### config.mk
export PLATFORM = sky130hd
export DESIGN_NAME = sdram_port_arbiter
export DESIGN_NICKNAME = d
export VERILOG_FILES = /design/src/rtl/sdram_port_arbiter.sv
export SDC_FILE = /design/constraint.sdc
export NUM_CORES = 1
export LEC_CHECK = 0
export ABC_CLOCK_PERIOD_IN_PS = 3500
export BUFFER_PORTS_ARGS = -buffer_cell sky130_fd_sc_hd__buf_4
export CAP_MARGIN = 20
export CORE_AREA = 2 2 86 88
export CTS_CLUSTER_SIZE = 28
export DETAILED_ROUTE_END_ITERATION = 10
export DIE_AREA = 0 0 88 90
export GPL_TIMING_DRIVEN = 0
export PLACE_DENSITY = 0.79
export SYNTH_ARGS = -nofsm -noshare
export SYNTH_HDL_FRONTEND = slang
export SYNTH_SLANG_ARGS = --single-unit
### constraint.sdc
create_clock -name clk -period 3.5 [get_ports clk]
set_input_delay 0.7 -clock clk [delete_from_list [all_inputs] [get_ports clk]]
set_output_delay 0.7 -clock clk [all_outputs]
set_load 0.005 [all_outputs]
### src/rtl/sdram_port_arbiter.sv
// sdram_port_arbiter
//   Shares the single SDRAM controller command/data port between the LCD
//   scan-out reader (video, read-only, latency critical) and the Julia pixel
//   writer (compute, write-only). Whole bursts are granted; data beats are
//   counted to find the end of a burst. Video normally wins, but a compute
//   requester that has waited STARVE_MAX cycles gets one forced grant.
//
// Ports
//   clk, rst_n                       clock, synchronous active-low reset
//   vid_req/addr/len -> vid_gnt      video burst request / command-issued pulse
//   vid_rdata, vid_rvalid, vid_done  read data path to video, final-beat pulse
//   cmp_req/addr/len -> cmp_gnt      compute burst request / command-issued pulse
//   cmp_wdata, cmp_wready, cmp_done  write data path from compute, final-beat pulse
//   mem_cmd_*                        command channel to the SDRAM controller
//   mem_wdata, mem_wready            write beat channel
//   mem_rdata, mem_rvalid            read beat channel
//   owner                            0 idle, 1 video, 2 compute
module sdram_port_arbiter #(
  parameter int ADDR_W     = 22,
  parameter int DATA_W     = 32,
  parameter int LEN_W      = 3,
  parameter int STARVE_MAX = 64
) (
  input  logic              clk,
  input  logic              rst_n,
  input  logic              vid_req,
  input  logic [ADDR_W-1:0] vid_addr,
  input  logic [LEN_W-1:0]  vid_len,
  output logic              vid_gnt,
  output logic [DATA_W-1:0] vid_rdata,
  output logic              vid_rvalid,
  output logic              vid_done,
  input  logic              cmp_req,
  input  logic [ADDR_W-1:0] cmp_addr,
  input  logic [LEN_W-1:0]  cmp_len,
  input  logic [DATA_W-1:0] cmp_wdata,
  output logic              cmp_wready,
  output logic              cmp_gnt,
  output logic              cmp_done,
  output logic              mem_cmd_valid,
  input  logic              mem_cmd_ready,
  output logic              mem_cmd_we,
  output logic [ADDR_W-1:0] mem_cmd_addr,
  output logic [LEN_W-1:0]  mem_cmd_len,
  output logic [DATA_W-1:0] mem_wdata,
  input  logic              mem_wready,
  input  logic [DATA_W-1:0] mem_rdata,
  input  logic              mem_rvalid,
  output logic [1:0]        owner
);

  localparam int SW = $clog2(STARVE_MAX + 1);

  typedef enum logic [2:0] {IDLE, V_CMD, V_DATA, C_CMD, C_DATA} state_t;

  state_t            state_q, state_d;
  logic [ADDR_W-1:0] addr_q, addr_d;
  logic [LEN_W-1:0]  len_q, len_d;
  logic [LEN_W-1:0]  beat_q, beat_d;
  logic [SW-1:0]     starve_q, starve_d;
  logic              starve_full;

  always_ff @(posedge clk) begin
    if (!rst_n) begin
      state_q  <= IDLE;
      addr_q   <= '0;
      len_q    <= '0;
      beat_q   <= '0;
      starve_q <= '0;
    end else begin
      state_q  <= state_d;
      addr_q   <= addr_d;
      len_q    <= len_d;
      beat_q   <= beat_d;
      starve_q <= starve_d;
    end
  end

  assign starve_full = (starve_q == SW'(STARVE_MAX));

  always_comb begin
    state_d       = state_q;
    addr_d        = addr_q;
    len_d         = len_q;
    beat_d        = beat_q;
    starve_d      = starve_q;
    vid_gnt       = 1'b0;
    vid_rdata     = '0;
    vid_rvalid    = 1'b0;
    vid_done      = 1'b0;
    cmp_wready    = 1'b0;
    cmp_gnt       = 1'b0;
    cmp_done      = 1'b0;
    mem_cmd_valid = 1'b0;
    mem_cmd_we    = 1'b0;
    mem_cmd_addr  = '0;
    mem_cmd_len   = '0;
    mem_wdata     = '0;
    owner         = 2'd0;

    unique case (state_q)
      IDLE: begin
        beat_d = '0;
        // Video has priority unless compute has waited out its full budget.
        if (vid_req && !(starve_full && cmp_req)) begin
          state_d = V_CMD;
          addr_d  = vid_addr;
          len_d   = vid_len;
        end else if (cmp_req) begin
          state_d = C_CMD;
          addr_d  = cmp_addr;
          len_d   = cmp_len;
        end
      end
      V_CMD: begin
        owner         = 2'd1;
        mem_cmd_valid = 1'b1;
        mem_cmd_addr  = addr_q;
        mem_cmd_len   = len_q;
        if (mem_cmd_ready) begin
          vid_gnt = 1'b1;
          state_d = V_DATA;
        end
      end
      C_CMD: begin
        owner         = 2'd2;
        mem_cmd_valid = 1'b1;
        mem_cmd_we    = 1'b1;
        mem_cmd_addr  = addr_q;
        mem_cmd_len   = len_q;
        if (mem_cmd_ready) begin
          cmp_gnt = 1'b1;
          state_d = C_DATA;
        end
      end
      V_DATA: begin
        owner      = 2'd1;
        vid_rdata  = mem_rdata;
        vid_rvalid = mem_rvalid;
        if (mem_rvalid) begin
          if (beat_q == len_q) begin
            vid_done = 1'b1;
            beat_d   = '0;
            state_d  = IDLE;
          end else begin
            beat_d = beat_q + LEN_W'(1);
          end
        end
      end
      C_DATA: begin
        owner      = 2'd2;
        mem_wdata  = cmp_wdata;
        cmp_wready = mem_wready;
        if (mem_wready) begin
          if (beat_q == len_q) begin
            cmp_done = 1'b1;
            beat_d   = '0;
            state_d  = IDLE;
          end else begin
            beat_d = beat_q + LEN_W'(1);
          end
        end
      end
      default: state_d = IDLE;
    endcase

    // Wait budget only runs while compute is asking and does not hold the port.
    if (cmp_gnt)
      starve_d = '0;
    else if (cmp_req && owner != 2'd2 && !starve_full)
      starve_d = starve_q + SW'(1);
  end

endmodule
Word-level counts from Yosys, hierarchy flattened
Cells that the tools add are included.
{"block": "op_classes", "n_shift": 0, "order_cmp": 0, "n_div": 0, "n_mux": 33, "reduce_logical": 16, "bitwise_logic": 1, "eq_ne": 12, "n_mul": 0, "n_addsub": 2}
{"cell": "$mux 22", "count": 3}
{"cell": "$mux 32", "count": 2}
{"cell": "$mux 3", "count": 13}
{"cell": "$pmux 3 s5", "count": 1}
{"cell": "$mux 1", "count": 12}
{"cell": "$ne 2x2->1 const B", "count": 5}
{"cell": "$pmux 3 s3", "count": 1}
{"cell": "$reduce_or 2->1", "count": 4}
{"cell": "$add 7x1->7 const B", "count": 1}
{"cell": "$eq 7x7->1 const B", "count": 1}
{"cell": "$eq 3x2->1 const B", "count": 2}
{"cell": "$reduce_and 5->1", "count": 1}
{"cell": "$logic_and 1x1->1", "count": 4}
{"cell": "$pmux 2 s2", "count": 1}
{"cell": "$add 3x1->3 const B", "count": 1}
{"cell": "$eq 3x1->1 const B", "count": 1}
{"cell": "$eq 3x3->1", "count": 1}
{"cell": "$eq 3x3->1 const B", "count": 1}
{"cell": "$logic_not 3->1", "count": 1}
{"cell": "$ne 3x3->1 const B", "count": 1}
{"cell": "$reduce_and 3->1", "count": 1}
{"cell": "$reduce_bool 3->1", "count": 1}
{"cell": "$logic_not 1->1", "count": 2}
{"cell": "$reduce_and 2->1", "count": 1}
{"cell": "other kinds (2)", "count": 2}
{"block": "totals", "regBits": 38, "word_cells": 69, "mem_bits_rw": 0, "latchBits": 0, "input_bits": 121, "n_memories": 0, "romBits": 0}

Longest topological paths before layout
Gate-level depths: netlist of the first run.
{"block": "logic_depth", "ltp_word": 6, "ltp_mapped": 7, "depth_no_buf": 6}

Least setup slack after synthesis of the first run
No wires, ideal clock.
{"block": "synth_path", "path_kind": "register to output", "startpoint": "reg state_q[1]", "endpoint": "out vid_rdata[0]", "arrival_ns": 1.331, "path_stages_with_launch": 5, "t_required_ns": 2.800, "path_slack_ns": 1.469, "n_path_buf": 2, "path_cell_list": "dfxtp_1 buf_2 nor3b_1 clkbuf_1 and2_1"}
{"block": "synth_between", "elab_chain_len": 2}
{"item": "start, declared", "line": "56", "source": "state_t state_q, state_d;"}
{"item": "start signal, assigned", "line": "71", "source": "state_q <= state_d;"}
{"item": "$eq 3x2->1", "line": "101", "source": "unique case (state_q)"}
{"item": "$mux 32", "line": "101"}
{"item": "end, declared", "line": "30", "source": "output logic [DATA_W-1:0] vid_rdata,"}
Every way passes these cells.

Worst setup path in the final report of the first run
Ends and elaborated chain as after synthesis.

==> results by group, run 1 <==
Yosys
  – Post-synth top cells: 93 x and2_1, 53 x nand2_1, 38 x dfxtp_1, 28 x o21ai_0, 26 x a31oi_1
  – Synth top area cells: dfxtp_1 30%, and2_1 23%, nand2_1 7.8%
  – Synth Warn #: 0
  – Synth Cell Area: 0.00255 mm^2
  – Main flop type after synthesis: dfxtp_1
  – Seq cells post-synth: 38
  – Synthesized net count: 464
  – Cell count after synthesis: between 300 and 400
  – Top-count cell post-synth: and2_1
  – Yosys cell types: 47
  – Avg Inst Size Synth: 7.50 um^2
  – Sequential element share of the synthesized area: approximately 30%
  – Asr flop ratio synth: 0%
  – Share of Yosys cell area claimed by the top area cell type: 29.8%
  – EDFF count, synth: 0
  – Largest area contributor in the netlist: dfxtp_1

Clock tree
  – Worst skew pair latency: 0.29 ns
  – CTS Buf Count: 5
  – H-tree levels: 2
  – Clock Pin Slew Worst Setup and Hold Paths: 0.07 ns
  – Clock Tree Buf Depth: 2
  – Post-CTS resize count: 0
  – Post-CTS Setup Bufs: 0
  – TritonCTS sink count: 38
  – Hold-fix buffers, CTS: 0
  – CTS tree: done
  – Clk root buf: clkbuf_8

Floorplanning
  – Boundary Pins: 220
  – Num rows: 31
  – Area of the die: roughly 0.0079 mm^2
  – Die Wd: 88 um
  – Starting Density: 36.3%
  – Chip height: 90 um
  – Core Region: 0.00702 mm^2

Route
  – Via/cell ratio: 4.84
  – Initial DRC count: approximately 110
  – Detailed Routing Iterations Pass 1: 4
  – DR WL/cell: 14.7 um
  – Final WL: ~9800 um
  – Final ANT Viol Nets: 0
  – Vias: 3223
  – DRC errors left: 0

Cells and area
  – Register area: 761 um^2
  – Synthesis-to-finish area growth: 73.6%
  – Filler cells: 615
  – Layout cells sized above 1: approximately 43%
  – Combined area of the multi-input logic cells: 0.00160 mm^2
  – ANT cells: 0
  – Final-stage net count: 690
  – Finished Cell Area: 0.00443 mm^2
  – Final std cells w/o fill: 666

Setup path
  – CP required: 2.80 ns
  – Startpoint Class: flip-flop
  – CP max stage cell: nor3b_1
  – Worst path max stage delay: 0.79 ns
  – WP data arrival: 2.33 ns
  – Critical path class: reg -> out
  – Worst path top cell family by delay: simple AND/OR/NAND/NOR gates
  – CP Cell Sequence: buf_2, nor3b_1, clkbuf_1, and2_1, buf_4
  – Count of buffer and inverter cells on the critical path: 3
  – CP max FO: 10
  – CP Capture Type: output pin

Timing
  – Slew Viols, Final: 0
  – RSZ-0062 raised after global routing: false
  – Fmax: 330 MHz
  – Setup TNS: 0 ns
  – Worst Max-Slew Pin Slew: between 0.9 and 1 ns
  – Setup violators final: 0
  – Final hold violation count: 0
  – Clock Skew: 0.00991 ns
  – Final worst slack: 0.472 ns
  – Final min period: 3.03 ns
  – Slew headroom: roughly 38%
  – Period utilisation layout: roughly 87%

Power
  – Maximum vdd drop: roughly 0.00015 V
  – Leak: about 0.0022 uW
  – Cell area power density: 364 mW/mm^2

Placed design
  – Pre-CTS setup slack: 0.788 ns
  – Dpl hpwl: 8260 um
  – GPL Wtd Cong: 0.889
  – Placed Instances: between 600 and 700
  – Input/output buffers: between 200 and 250
  – Post-DP Area: 0.00432 mm^2

Global routing
  – GRT overflow: 0
  – Pin count of the biggest net entering global routing: 13
  – Initial antenna violation count: 0
  – Number of global-route vias before repair: roughly 3100
  – Global-route wire length before repair: 15000 um
  – GRT Util Overall: 24.0%

Status
  – Status: completed

Worst hold path
  – Worst hold-check path type: reg -> reg

Job
  – Maximum capacitance violations: 0
-- stage by stage --
stage / total power (uW) / hold slack, ns / util [%]
after floorplan: 903 / 0.468 / -
after global placement: 1240 / 0.481 / 61.5
after detailed placement: 1260 / 0.494 / 61.5
after CTS: 1620 / 0.512 / 63.0
after global routing: 1710 / 0.530 / 63.0
final: 1610 / 0.513 / 63.0
-- layer usage --
metal / vias to the layer above / part of all wire (%) / global-route usage (%)
met1: 1436 / 35 / 24.6
li1: 1592 / - / -
met4: 0 / 3.6 / 9.74
met5: - / 0 / 0
met2: 168 / 50 / 43.0
met3: 27 / 11 / 8.45
-- state kept, by name, indices dropped and copies added, names as in the netlist --
register	flops
starve_q	7
state_q	3
beat_q	3
len_q	3
addr_q	22
-- cell type report --
cell class,instances,area share (%)
repair buffers,219,37.2
multi-input cells,272,36.2
flip-flops and latches,38,17.2
plain buffers,24,3.73
well taps,99,2.80
clock buffers,5,1.55
clock inverters,3,0.905
inverters,6,0.509
-- cells by family after synthesis --
| kind of cell | Yosys count | synth area share [%] |
|---|---|---|
| and+or+nand+nor | 188 | 41.1 |
| AOI/OAI and AO/OA | 70 | 16.3 |
| DFF | 38 | 29.8 |
| buffers and inverters | 30 | 7.36 |
| xor gates and xnor gates | 9 | 3.09 |
| adders and majority gates | 3 | 1.47 |
| muxes | 2 | 0.835 |
-- tightest hold or removal path: stages, from the launching register on --
cell	delay [ns]
dfxtp_1	0.34
o21ai_0	0.08
a21oi_1	0.06
-- worst paths after layout --
| kind | startpoint | endpoint | slack [ns] | depth (start not counted) |
|---|---|---|---|---|
| max | state_q[1] | vid_rdata[0] | 0.47 | 5 |
| min | beat_q[2] | beat_q[2] | 0.51 | 2 |
| max reg2reg | starve_q[2] | addr_q[9] | 1.70 | 5 |
| min reg2reg | beat_q[2] | beat_q[2] | 0.51 | 2 |
-- layout by cell type, fill, tap and decap left out, drive strengths merged, types with 6 or more instances in the layout --
| cell type | count |
|---|---|
| nand3 | 8 |
| a31oi | 26 |
| inv | 6 |
| clkbuf | 17 |
| and2 | 93 |
| dfxtp | 38 |
| nand2 | 53 |
| o21ai | 32 |
| nor2 | 10 |
| buf | 227 |
-- report_power, final --
| part | total [uW] | internal (uW) | switching (uW) |
|---|---|---|---|
| clock | 367 | 210 | 157 |
| combinational | 690 | 368 | 321 |
| sequential | 555 | 511 | 44.0 |
| total | 1610 | 1090 | 522 |
Power figures use the tool's default switching activity.
==> run 2, diff against run 1 <==
ABC_AREA = 1   (was not set)
CORE_AREA = not set   (was 2 2 86 88)
CORE_UTILIZATION = 40   (was not set)
DIE_AREA = not set   (was 0 0 88 90)
PLACE_DENSITY = 0.82   (was 0.79)
==> run 2 against run 1 <==
Net effect: first-iteration DRC count rose by 47%; largest power group unchanged; area after synthesis increased by 13%; maximum frequency grew 24%; highest routed layer unchanged; design area rose by 7.7%; register-to-register slack improved by 0.13 ns; critical endpoint is now mem_cmd_addr[6].
==> results by group, run 2 <==
Yosys
  – Main flop type after synthesis: dfxtp_1
  – Asr flop ratio synth: 0%
  – Sequential element share of the synthesized area: 26.5%
  – Post-synth top cells: 128 x inv_1, 105 x nor2_1, 90 x nand2_1, 60 x nand3_1, 38 x dfxtp_1
  – Synth Warn #: 0
  – Synth top area cells: dfxtp_1 27%, inv_1 17%, nor2_1 14%
  – Share of Yosys cell area claimed by the top area cell type: 26.5%
  – Avg Inst Size Synth: 5.60 um^2
  – Cell count after synthesis: around 500
  – Seq cells post-synth: 38
  – Synth Cell Area: 0.00287 mm^2
  – Largest area contributor in the netlist: dfxtp_1
  – Yosys cell types: 29
  – EDFF count, synth: 0
  – Synthesized net count: 636
  – Top-count cell post-synth: inv_1

Clock tree
  – Clock Tree Buf Depth: 2
  – Post-CTS resize count: 0
  – Clk root buf: clkbuf_8
  – Hold-fix buffers, CTS: 0
  – CTS Buf Count: 5
  – TritonCTS sink count: 38
  – Worst skew pair latency: 0.30 ns
  – Clock Pin Slew Worst Setup and Hold Paths: 0.08 ns
  – CTS tree: done
  – H-tree levels: 2
  – Post-CTS Setup Bufs: 0

Placed design
  – Post-DP Area: 0.00463 mm^2
  – GPL Wtd Cong: 1.00
  – Dpl hpwl: 8050 um
  – Input/output buffers: 218

Route
  – Final ANT Viol Nets: 0
  – Initial DRC count: about 170
  – Via/cell ratio: 4.59
  – DR WL/cell: 11.7 um
  – Final WL: just under 10000 um
  – DRC errors left: 0
  – Vias: 3829
  – Detailed Routing Iterations Pass 1: 7

Setup path
  – Worst path max stage delay: 0.49 ns
  – Reg2Reg Capture Point: addr_q[5]
  – WP data arrival: 1.74 ns
  – CP max FO: 10
  – Most frequent CP cell: inv_2
  – Critical path class: reg -> out
  – RR Startpoint: starve_q[0]
  – CP required: 2.80 ns
  – R2R cell count: 10
  – Count of buffer and inverter cells on the critical path: 4
  – Crit. path cell count: 6
  – Worst reg-to-reg setup slack: 1.83 ns
  – Startpoint Class: flip-flop
  – Worst path top cell family by delay: buffers and inverters
  – CP max stage cell: dfxtp_1
  – CP Cell Sequence: inv_2, nor2_8, inv_2, clkbuf_1, nor2_1, buf_4
  – CP Capture Type: output pin

Timing
  – Setup violators final: 0
  – Period utilisation layout: between 60% and 70%
  – Final min period: 2.44 ns
  – Slew headroom: 67.9%
  – Final hold violation count: 0
  – RSZ-0062 raised after global routing: false
  – Fmax: about 400 MHz
  – Clock Skew: 0.0143 ns
  – Setup TNS: 0 ns
  – Worst Max-Slew Pin Slew: 0.482 ns
  – Final hold slack: 0.484 ns
  – Slew Viols, Final: 0

Global routing
  – GRT overflow: 0
  – Global-route wire length before repair: 15000 um
  – GRT Util Overall: 25.3%
  – Number of global-route vias before repair: around 3500
  – Pin count of the biggest net entering global routing: 13
  – Initial antenna violation count: 0

Cells and area
  – Layout cells sized above 1: about a third
  – Final-stage net count: 861
  – ANT cells: 0
  – Largest regs: addr_q (22), starve_q (7)
  – Filler cells: 594
  – Commonest non-fill, non-tap cells in the layout: 218 x buf_4, 128 x inv_1, 105 x nor2_1
  – Synthesis-to-finish area growth: 66.2%
  – Largest Register: addr_q
  – Finished Cell Area: roughly 0.0048 mm^2
  – Most common library cell in the layout ignoring fill and taps: buf_4
  – Max reg flops: 22

Power
  – Maximum vdd drop: 0.000234 V
  – Comb power frac: 52.8%
  – Leak: 0.00289 uW
  – Sw Ratio: approximately two fifths
  – Sequential share of power: 26.4%
  – Clock network fraction of design power: 20.8%
  – Internal: 1380 uW
  – Cell area power density: 469 mW/mm^2
  – Switch Pwr: 852 uW

Floorplanning
  – Area of the die: 0.00752 mm^2
  – Die Wd: 86.7 um
  – Boundary Pins: 220
  – Core Region: 0.00687 mm^2
  – Num rows: 30
  – Starting Density: 41.8%
  – Chip height: 86.7 um

Job
  – Maximum capacitance violations: 0

Worst hold path
  – Worst hold-check path type: reg -> reg
  – Hold wc startpoint: starve_q[6]
  – Min-Delay Path Depth: 2
  – Hold EP: starve_q[6]

Status
  – Status: completed
-- run 2: worst max-delay path by stage --
stage | startpoint | to | slack (ns)
after global routing | state_q[0] | vid_rdata[28] | 0.92
after detailed placement | state_q[0] | vid_rdata[28] | 1.39
final | state_q[0] | mem_cmd_addr[6] | 1.06
after CTS | state_q[0] | mem_cmd_addr[6] | 1.06
after floorplan | state_q[2] | owner[0] | 1.77
after global placement | state_q[0] | mem_cmd_addr[6] | 1.41
-- run 2: cells by family (layout without fill, tap and decap cells) --
family | count (synthesis) | after routing | synth area share [%]
AOI/OAI and AO/OA | 39 | 39 | 7.15
xor gates and xnor gates | 3 | 3 | 0.916
adders and majority gates | 3 | 3 | 1.31
buffers and inverters | 156 | 382 | 22.2
DFF | 38 | 38 | 26.5
and+or+nand+nor | 273 | 273 | 41.9
-- run 2: worst register-to-register path, delay by kind of cell, from the launching register on --
family | cells | cell delay, ns
adder cells (fa/ha/maj) | 1 | 0.14
buffers and inverters | 4 | 0.49
flip-flops | 1 | 0.35
AND/OR/NAND/NOR | 5 | 0.58
-- run 2: cell type report --
cell class / instances / area, um^2 / share of cell area (%)
buffer: 24 / 143 / 2.99
clock buffer: 6 / 82.6 / 1.73
clock inverter: 2 / 60.1 / 1.26
inverter: 132 / 495 / 10.4
multi-input combinational: 318 / 1470 / 30.8
sequential: 38 / 761 / 16.0
tap: 96 / 120 / 2.52
timing repair buffer: 218 / 1640 / 34.3
-- run 2: power groups by stage --
stage	sequential, uW	clock [uW]	combinational, uW
after global routing	605	495	1330
final	591	464	1180
after CTS	592	470	1190
after detailed placement	601	0	1180
after floorplan	590	0	690
after global placement	597	0	1150
-- run 2: layer usage --
metal,vias up,global-route usage [%],share of wire [%]
li1,1947,-,-
met1,1667,26.9,37
met2,192,49.9,53
met3,23,4.76,8.0
met4,0,7.27,2.2
met5,-,0,0
-- run 2: stage by stage --
stage	total power [uW]	util, %	worst slack [ns]	std cells
floorplan	1280	-	1.77	512
global placement	1750	67.3	1.41	826
detailed placement	1780	67.3	1.39	826
CTS	2250	69.4	1.06	834
global route	2430	69.4	0.920	834
finish	2240	69.4	1.06	834
